**config.mk**
```make
export PLATFORM = sky130hd
export DESIGN_NAME = uart_instr_fetch
export DESIGN_NICKNAME = d
export VERILOG_FILES = /design/src/rtl/uart_instr_fetch.sv
export SDC_FILE = /design/constraint.sdc
export NUM_CORES = 1
export LEC_CHECK = 0
export BUFFER_PORTS_ARGS = -buffer_cell sky130_fd_sc_hd__buf_4
export CORE_UTILIZATION = 28
export DETAILED_ROUTE_END_ITERATION = 8
export HOLD_SLACK_MARGIN = 0.08
export PLACE_DENSITY = 0.48
export SETUP_SLACK_MARGIN = 0.3
export SYNTH_ARGS = -nofsm -noshare
export SYNTH_HDL_FRONTEND = slang
export SYNTH_SLANG_ARGS = --single-unit
export TNS_END_PERCENT = 5
```
**constraint.sdc**
```tcl
create_clock -name clk -period 1.9 [get_ports clk]
set_clock_uncertainty 0.1 [all_clocks]
set_input_delay 0.285 -clock clk [delete_from_list [all_inputs] [get_ports clk]]
set_output_delay 0.285 -clock clk [all_outputs]
set_load 0.05 [all_outputs]
```
**src/rtl/uart_instr_fetch.sv**
```systemverilog
// uart_instr_fetch: sends {FETCH_CMD, address} over the shared UART and assembles the
// two reply bytes (high byte first) into a 16-bit instruction. Each wait state has a
// reply timeout; a timed-out attempt restarts from the command byte until the retry
// budget is spent, after which err_out pulses and the block returns to idle.
module uart_instr_fetch #(
    parameter logic [7:0]  FETCH_CMD      = 8'h03,
    parameter int unsigned TIMEOUT_CYCLES = 120000,
    parameter int unsigned MAX_RETRY      = 3
) (
    input  logic        clk,
    input  logic        reset,
    input  logic        fetch_en,
    input  logic [7:0]  address,
    input  logic        stop_for_rw,
    input  logic        rx_done,
    input  logic [7:0]  rx_data,
    input  logic        tx_done,
    output logic        tx_start_out,
    output logic [7:0]  tx_data_out,
    output logic [15:0] instruction_out,
    output logic        done_out,
    output logic        err_out
);

    // Counter value seen on the last permitted cycle of a wait state.
    localparam logic [16:0] TmoLast  = 17'(TIMEOUT_CYCLES - 1);
    localparam logic [2:0]  RetryMax = 3'(MAX_RETRY);

    typedef enum logic [2:0] {
        StIdle,
        StSendCmd,
        StWaitCmd,
        StSendAddr,
        StWaitAddr,
        StRxHi,
        StRxLo,
        StDone
    } state_e;

    state_e      state_q, state_d;
    logic [16:0] tmo_q, tmo_d;
    logic [2:0]  retry_q, retry_d;
    logic [7:0]  addr_q, addr_d;
    logic [7:0]  hi_q, hi_d;
    logic [7:0]  tx_data_q, tx_data_d;
    logic [15:0] instr_q, instr_d;
    logic        tx_start_q, tx_start_d;
    logic        done_q, done_d;
    logic        err_q, err_d;
    logic        waiting;
    logic        expired;
    logic        give_up;

    assign waiting = (state_q == StWaitCmd) || (state_q == StWaitAddr) ||
                     (state_q == StRxHi) || (state_q == StRxLo);
    assign expired = (tmo_q == TmoLast);

    // Next-state logic; outputs are computed for the state being entered so they register
    // in step with it (tx_start_out is high exactly while in a SEND state).
    always_comb begin
        state_d    = state_q;
        tmo_d      = tmo_q;
        retry_d    = retry_q;
        addr_d     = addr_q;
        hi_d       = hi_q;
        tx_data_d  = tx_data_q;
        instr_d    = instr_q;
        tx_start_d = 1'b0;
        done_d     = 1'b0;
        err_d      = 1'b0;
        give_up    = 1'b0;

        case (state_q)
            StIdle: begin
                if (fetch_en && !stop_for_rw) begin
                    addr_d     = address;
                    retry_d    = '0;
                    state_d    = StSendCmd;
                    tx_start_d = 1'b1;
                    tx_data_d  = FETCH_CMD;
                end
            end
            StSendCmd: state_d = StWaitCmd;
            StWaitCmd: begin
                if (tx_done) begin
                    state_d    = StSendAddr;
                    tx_start_d = 1'b1;
                    tx_data_d  = addr_q;
                end else if (expired) begin
                    give_up = 1'b1;
                end
            end
            StSendAddr: state_d = StWaitAddr;
            StWaitAddr: begin
                if (tx_done) begin
                    state_d = StRxHi;
                end else if (expired) begin
                    give_up = 1'b1;
                end
            end
            StRxHi: begin
                if (rx_done) begin
                    hi_d    = rx_data;
                    state_d = StRxLo;
                end else if (expired) begin
                    give_up = 1'b1;
                end
            end
            StRxLo: begin
                if (rx_done) begin
                    instr_d = {hi_q, rx_data};
                    done_d  = 1'b1;
                    state_d = StDone;
                end else if (expired) begin
                    give_up = 1'b1;
                end
            end
            StDone:  state_d = StIdle;
            default: state_d = StIdle;
        endcase

        // Timed out: restart from the command byte while retries remain, else abort.
        if (give_up) begin
            if (retry_q < RetryMax) begin
                retry_d    = retry_q + 3'd1;
                state_d    = StSendCmd;
                tx_start_d = 1'b1;
                tx_data_d  = FETCH_CMD;
            end else begin
                err_d   = 1'b1;
                state_d = StIdle;
            end
        end

        // Counter restarts on every state entry and only runs while waiting.
        if (state_d != state_q) begin
            tmo_d = '0;
        end else if (waiting) begin
            tmo_d = tmo_q + 17'd1;
        end
    end

    // State and registered-output update with asynchronous reset.
    always_ff @(posedge clk or posedge reset) begin
        if (reset) begin
            state_q    <= StIdle;
            tmo_q      <= '0;
            retry_q    <= '0;
            addr_q     <= '0;
            hi_q       <= '0;
            tx_data_q  <= '0;
            instr_q    <= '0;
            tx_start_q <= 1'b0;
            done_q     <= 1'b0;
            err_q      <= 1'b0;
        end else begin
            state_q    <= state_d;
            tmo_q      <= tmo_d;
            retry_q    <= retry_d;
            addr_q     <= addr_d;
            hi_q       <= hi_d;
            tx_data_q  <= tx_data_d;
            instr_q    <= instr_d;
            tx_start_q <= tx_start_d;
            done_q     <= done_d;
            err_q      <= err_d;
        end
    end

    assign tx_start_out    = tx_start_q;
    assign tx_data_out     = tx_data_q;
    assign instruction_out = instr_q;
    assign done_out        = done_q;
    assign err_out         = err_q;

endmodule

```
Yosys cells after proc, flatten, opt, wreduce, memory -nomap -nowiden:

Cells that the tools add are included.
Widths: inputs -> output; s select.

* add/sub/neg operators: 2
* reductions and logical operators: 12
* $lt $le $gt $ge: 1
* mux-type cells: 32
* equality and inequality tests: 9

Operators by type and width (count)
* $mux 17: 2
* $mux 8: 4
* $mux 3: 10
* $pmux 3 s8: 1
* $add 17x1->17 const B: 1
* $eq 17x17->1 const B: 1
* $pmux 8 s2: 1
* $eq 3x3->1 const B: 4
* $mux 1: 12
* $eq 3x2->1 const B: 2
* $reduce_and 2->1: 3
* $pmux 1 s2: 2
* $reduce_or 2->1: 2
* $add 3x1->3 const B: 1
* $eq 3x1->1 const B: 1
* $logic_not 3->1: 1
* $logic_or 1x1->1: 3
* $lt 3x2->1 const B: 1
* $ne 3x3->1: 1
* $reduce_bool 2->1: 1
* $logic_and 1x1->1: 1
* $logic_not 1->1: 1

* word-level logic and storage cells: 66
* output and inout port bits: 27
* bits in registers: 66
* input port bits: 22

Depth between registers and ports, before layout:

* depth after elaboration: 7
* depth in mapped cells: 7
* depth with buffers taken out: 5

Least setup slack after synthesis:

OpenSTA, ideal clock, no wires.

* kind: register to register
* start: register state_q[0]
* end: register tmo_q[16]
* clock period less this slack: 1.896 ns
* cell stages (with the launch flop): 8
* path buffers: 3
* arrival time: 1.666 ns
* slack: 0.004 ns
* data required time: 1.671 ns
* cells stage by stage: dfrtp_1 -> buf_6 -> nand2b_4 -> buf_6 -> a211o_1 -> o32ai_4 -> buf_8 -> a21oi_2

* word-level cells in the longest chain between the ends: 6
* elaborated cells between the ends (all ways): 24
* classes of those cells: 8 x eq/ne; 9 x mux; 7 x reduce/logical

RTL lines
* from (decl): RTL line 40 `state_e state_q, state_d;`
* from (signal assigned): RTL line 146 `state_q <= StIdle;`
* from (signal assigned): RTL line 157 `state_q <= state_d;`
* $eq 3x3->1, or another cell as far along: RTL line 55, 73
* $reduce_or 2->1 (no source line)
* $pmux 1 s2: RTL line 73 `case (state_q)`
* $mux 3: RTL line 123 `if (give_up) begin`
* $ne 3x3->1: RTL line 136 `if (state_d != state_q) begin`
* $mux 17 or $reduce_bool 2->1 (tied branches)
* to (signal assigned): RTL line 158 `tmo_q <= tmo_d;`
* to (decl): RTL line 41 `logic [16:0] tmo_q, tmo_d;`

Parallel ways exist; a longest one is shown, timed or not.
A chain may end at the register's enable or synchronous reset.

Worst setup path in the final report:

* start: register state_q[0]
* end: register tmo_q[11]

The elaborated chain is that of the path after synthesis.

==> results.ini <==
[setup_path]
arrival_ns=1.97
cpPeakStageDelay_ns=0.47
required_ns=2.03
endpoint_kind=flop
path_class=flop to flop
crit_fanout=16
crit_slowest_cell=dfrtp_2
path_cells=nand2b_4, a211o_4, o32ai_4, buf_12, a21oi_1
start_kind=flop

[global_route]
grt_pass1_vias=2435
grt_max_degree=24
antenna_found_initial=0
grt_pass1_wl_microns=11900
grt_usage_pct=13.4
grt_overflow_total=0

[route]
wl_per_cell_microns=14.2
via_per_inst=4.69
drtIter0Drc=58
drc_errors=0
vias=2402
ant_nets=0
drtPass1Iterations=4
postRouteWirelength_microns=7250

[die]
dieArea_sq_mm=0.0116
num_io_pins=49
rows=38
coreArea_sq_mm=0.0108
die_h_microns=107
die_w_microns=107
start_util_pct=28.7

[cts]
cts-root-buf=clkbuf_8
clkSinkCount=66
clk_pin_slew_ns=0.07
numCtsBuffers=9
cts_tree=yes
htreeDepth=3
clock_latency_ns=0.35
ctsLongestPathBuffers=2

[final_layout]
drive_gt1_share_pct=43.5
num_antenna_cells=0
stdcell_count=512
syn_to_final_growth_pct=42.6
nets=391

[placement]
numPortBuffers=48
hpwlAfterDp_microns=4940
dp.cells=478
place.gp.congestion=0.724
dp_slack_ns=-0.102

[power_and_ir_drop]
clkPwrFrac_pct=19.0
p_leak_nw=2.02
finalPower_mw=6.81
ir_drop_uv=981
seq_power_share_pct=32.2
combPwrFrac_pct=48.8
power.internal_mw=4.06
power.switching_mw=2.75
p_per_area_mw_per_mm2=1530
swShare_pct=40.3

[flow_run]
maxCapViolCount=0

[logic_synthesis]
ys_warn_count=0
synth_seq_cells=66
ys_seq_area_share_pct=53.0
synthTopCellsByCount=dfrtp_1, nand2_1, mux2_2
synth_edf_count=0
synthCells=273
synthFlopType=dfrtp_1
yosysMostFrequentCell=dfrtp_1
synth_nets=297
yosysTopAreaCellShare_pct=53.0
synth_cell_type_count=51
synth-async-reset-ratio_pct=100
yosys-top-cells-area=dfrtp_1, mux2_2, nand2_1
synth.cell_area_sq_mm=0.00312
synth_top_cell_by_area=dfrtp_1
syn_avg_cell_area_sq_um=11.4

[timing]
drv_slew=0
finalSetupViolCount=0
tightest_slew_ns=0.505
fmax_mhz=543
fin_crit_ns=1.84
setup_ws_ns=0.0581
tns_ns=0
final.period_utilization_pct=96.9
rsz0062_at_grt=yes
hold_slack_ns=0.247
hold_viol_final=0
relSlewSlack_pct=66.2

[min_path]
hold_path_class=input pin to flop

[outcome]
status=finished clean

[cell usage in the layout (no fill, tap or decap), types with 4 or more instances in the layout]
cell	synthesis	final
xor2_1	7	7
o31ai_1	5	5
o21ai_0	9	8
mux2i_1	7	6
nand3_2	1	4
mux2_4	0	16
nor2_1	10	10
a21oi_2	2	5
or4_1	5	5
clkbuf_1	4	4
buf_12	0	4
a21oi_1	14	11
dfrtp_1	66	64
nand4_1	4	4
mux2_2	24	8
nand2_1	35	33
buf_6	4	7
clkbuf_8	0	10
buf_4	1	69
nor2_2	8	8
dlygate4sd3_1	0	17
nor3_1	7	6
[repair_timing]
item,in CTS,in global routing
gates cloned,0,0
setup buffers,0,1
pin swaps,0,10
hold buffers,17,0
resized for setup,5,49
endpoints found under the setup margin,63,65
endpoints found under the hold margin,58,0
[critical path: cells and delay by family, from the launching register on]
| family | cells | cell delay (ns) |
|---|---|---|
| simple gates | 1 | 0.21 |
| buf+inv | 1 | 0.20 |
| compound gates | 3 | 0.73 |
| flops | 1 | 0.47 |
[cell type report]
type,instances,area [sq um]
Inverter,4,18.8
Fill cell,1069,6400
Clock inverter,2,60.1
Clock buffer,14,153
Multi-Input combinational cell,189,1530
Timing Repair Buffer,97,847
Tap cell,140,175
Sequential cell,66,1650
[state kept, by name, summed over array words and instances, names as in the netlist]
name	count
tx_data_out	8
hi_q	8
err_out	1
instruction_out	16
done_out	1
state_q	3
retry_q	3
addr_q	8
tmo_q	17
tx_start_out	1
[layer usage]
metal / vias up / part of all wire [%] / track usage [%]
met4: 0 / 1.1 / 4.40
met1: 1187 / 48 / 17.5
met2: 51 / 46 / 20.5
li1: 1157 / - / -
met3: 7 / 5.1 / 4.78
met5: - / 0 / 0
[power groups by stage]
stage / sequential [mW] / combinational, mW / clock, mW
global placement: 2.17 / 2.96 / 0
detailed placement: 2.19 / 2.98 / 0
CTS: 2.17 / 3.05 / 1.34
global route: 2.26 / 3.57 / 1.40
floorplan: 2.98 / 1.30 / 0
finish: 2.20 / 3.32 / 1.29
[worst paths after layout]
check / cells after the start / slack, ns / end / start
worst max-delay path: 5 / 0.06 / tmo_q[11] / state_q[0]
max in group asynchronous: 4 / 0.83 / instruction_out[7] / reset
worst max register to register: 5 / 0.06 / tmo_q[11] / state_q[0]
worst min-delay path: 4 / 0.25 / state_q[1] / rx_done
worst min register to register: 2 / 0.38 / addr_q[4] / addr_q[4]
min in group asynchronous: 3 / 0.36 / hi_q[2] / reset
[kinds of logic after synthesis]
kind of cell | share of synthesized area [%]
AO/OA/AOI/OAI | 11.0
AND/OR/NAND/NOR | 17.6
adder cells (fa/ha/maj) | 1.16
buffers and inverters | 3.77
XOR/XNOR | 2.53
flip-flops | 53.0
multiplexers | 10.9
[stage by stage]
| step | instance area [sq um] | util (%) |
|---|---|---|
| after global routing | 4440 | 41.0 |
| after floorplan | 3120 | - |
| final | 4440 | 41.0 |
| after CTS | 4250 | 39.2 |
| after detailed placement | 3830 | 35.4 |
| after global placement | 3830 | 35.4 |
(Power assumes the default switching activity.)
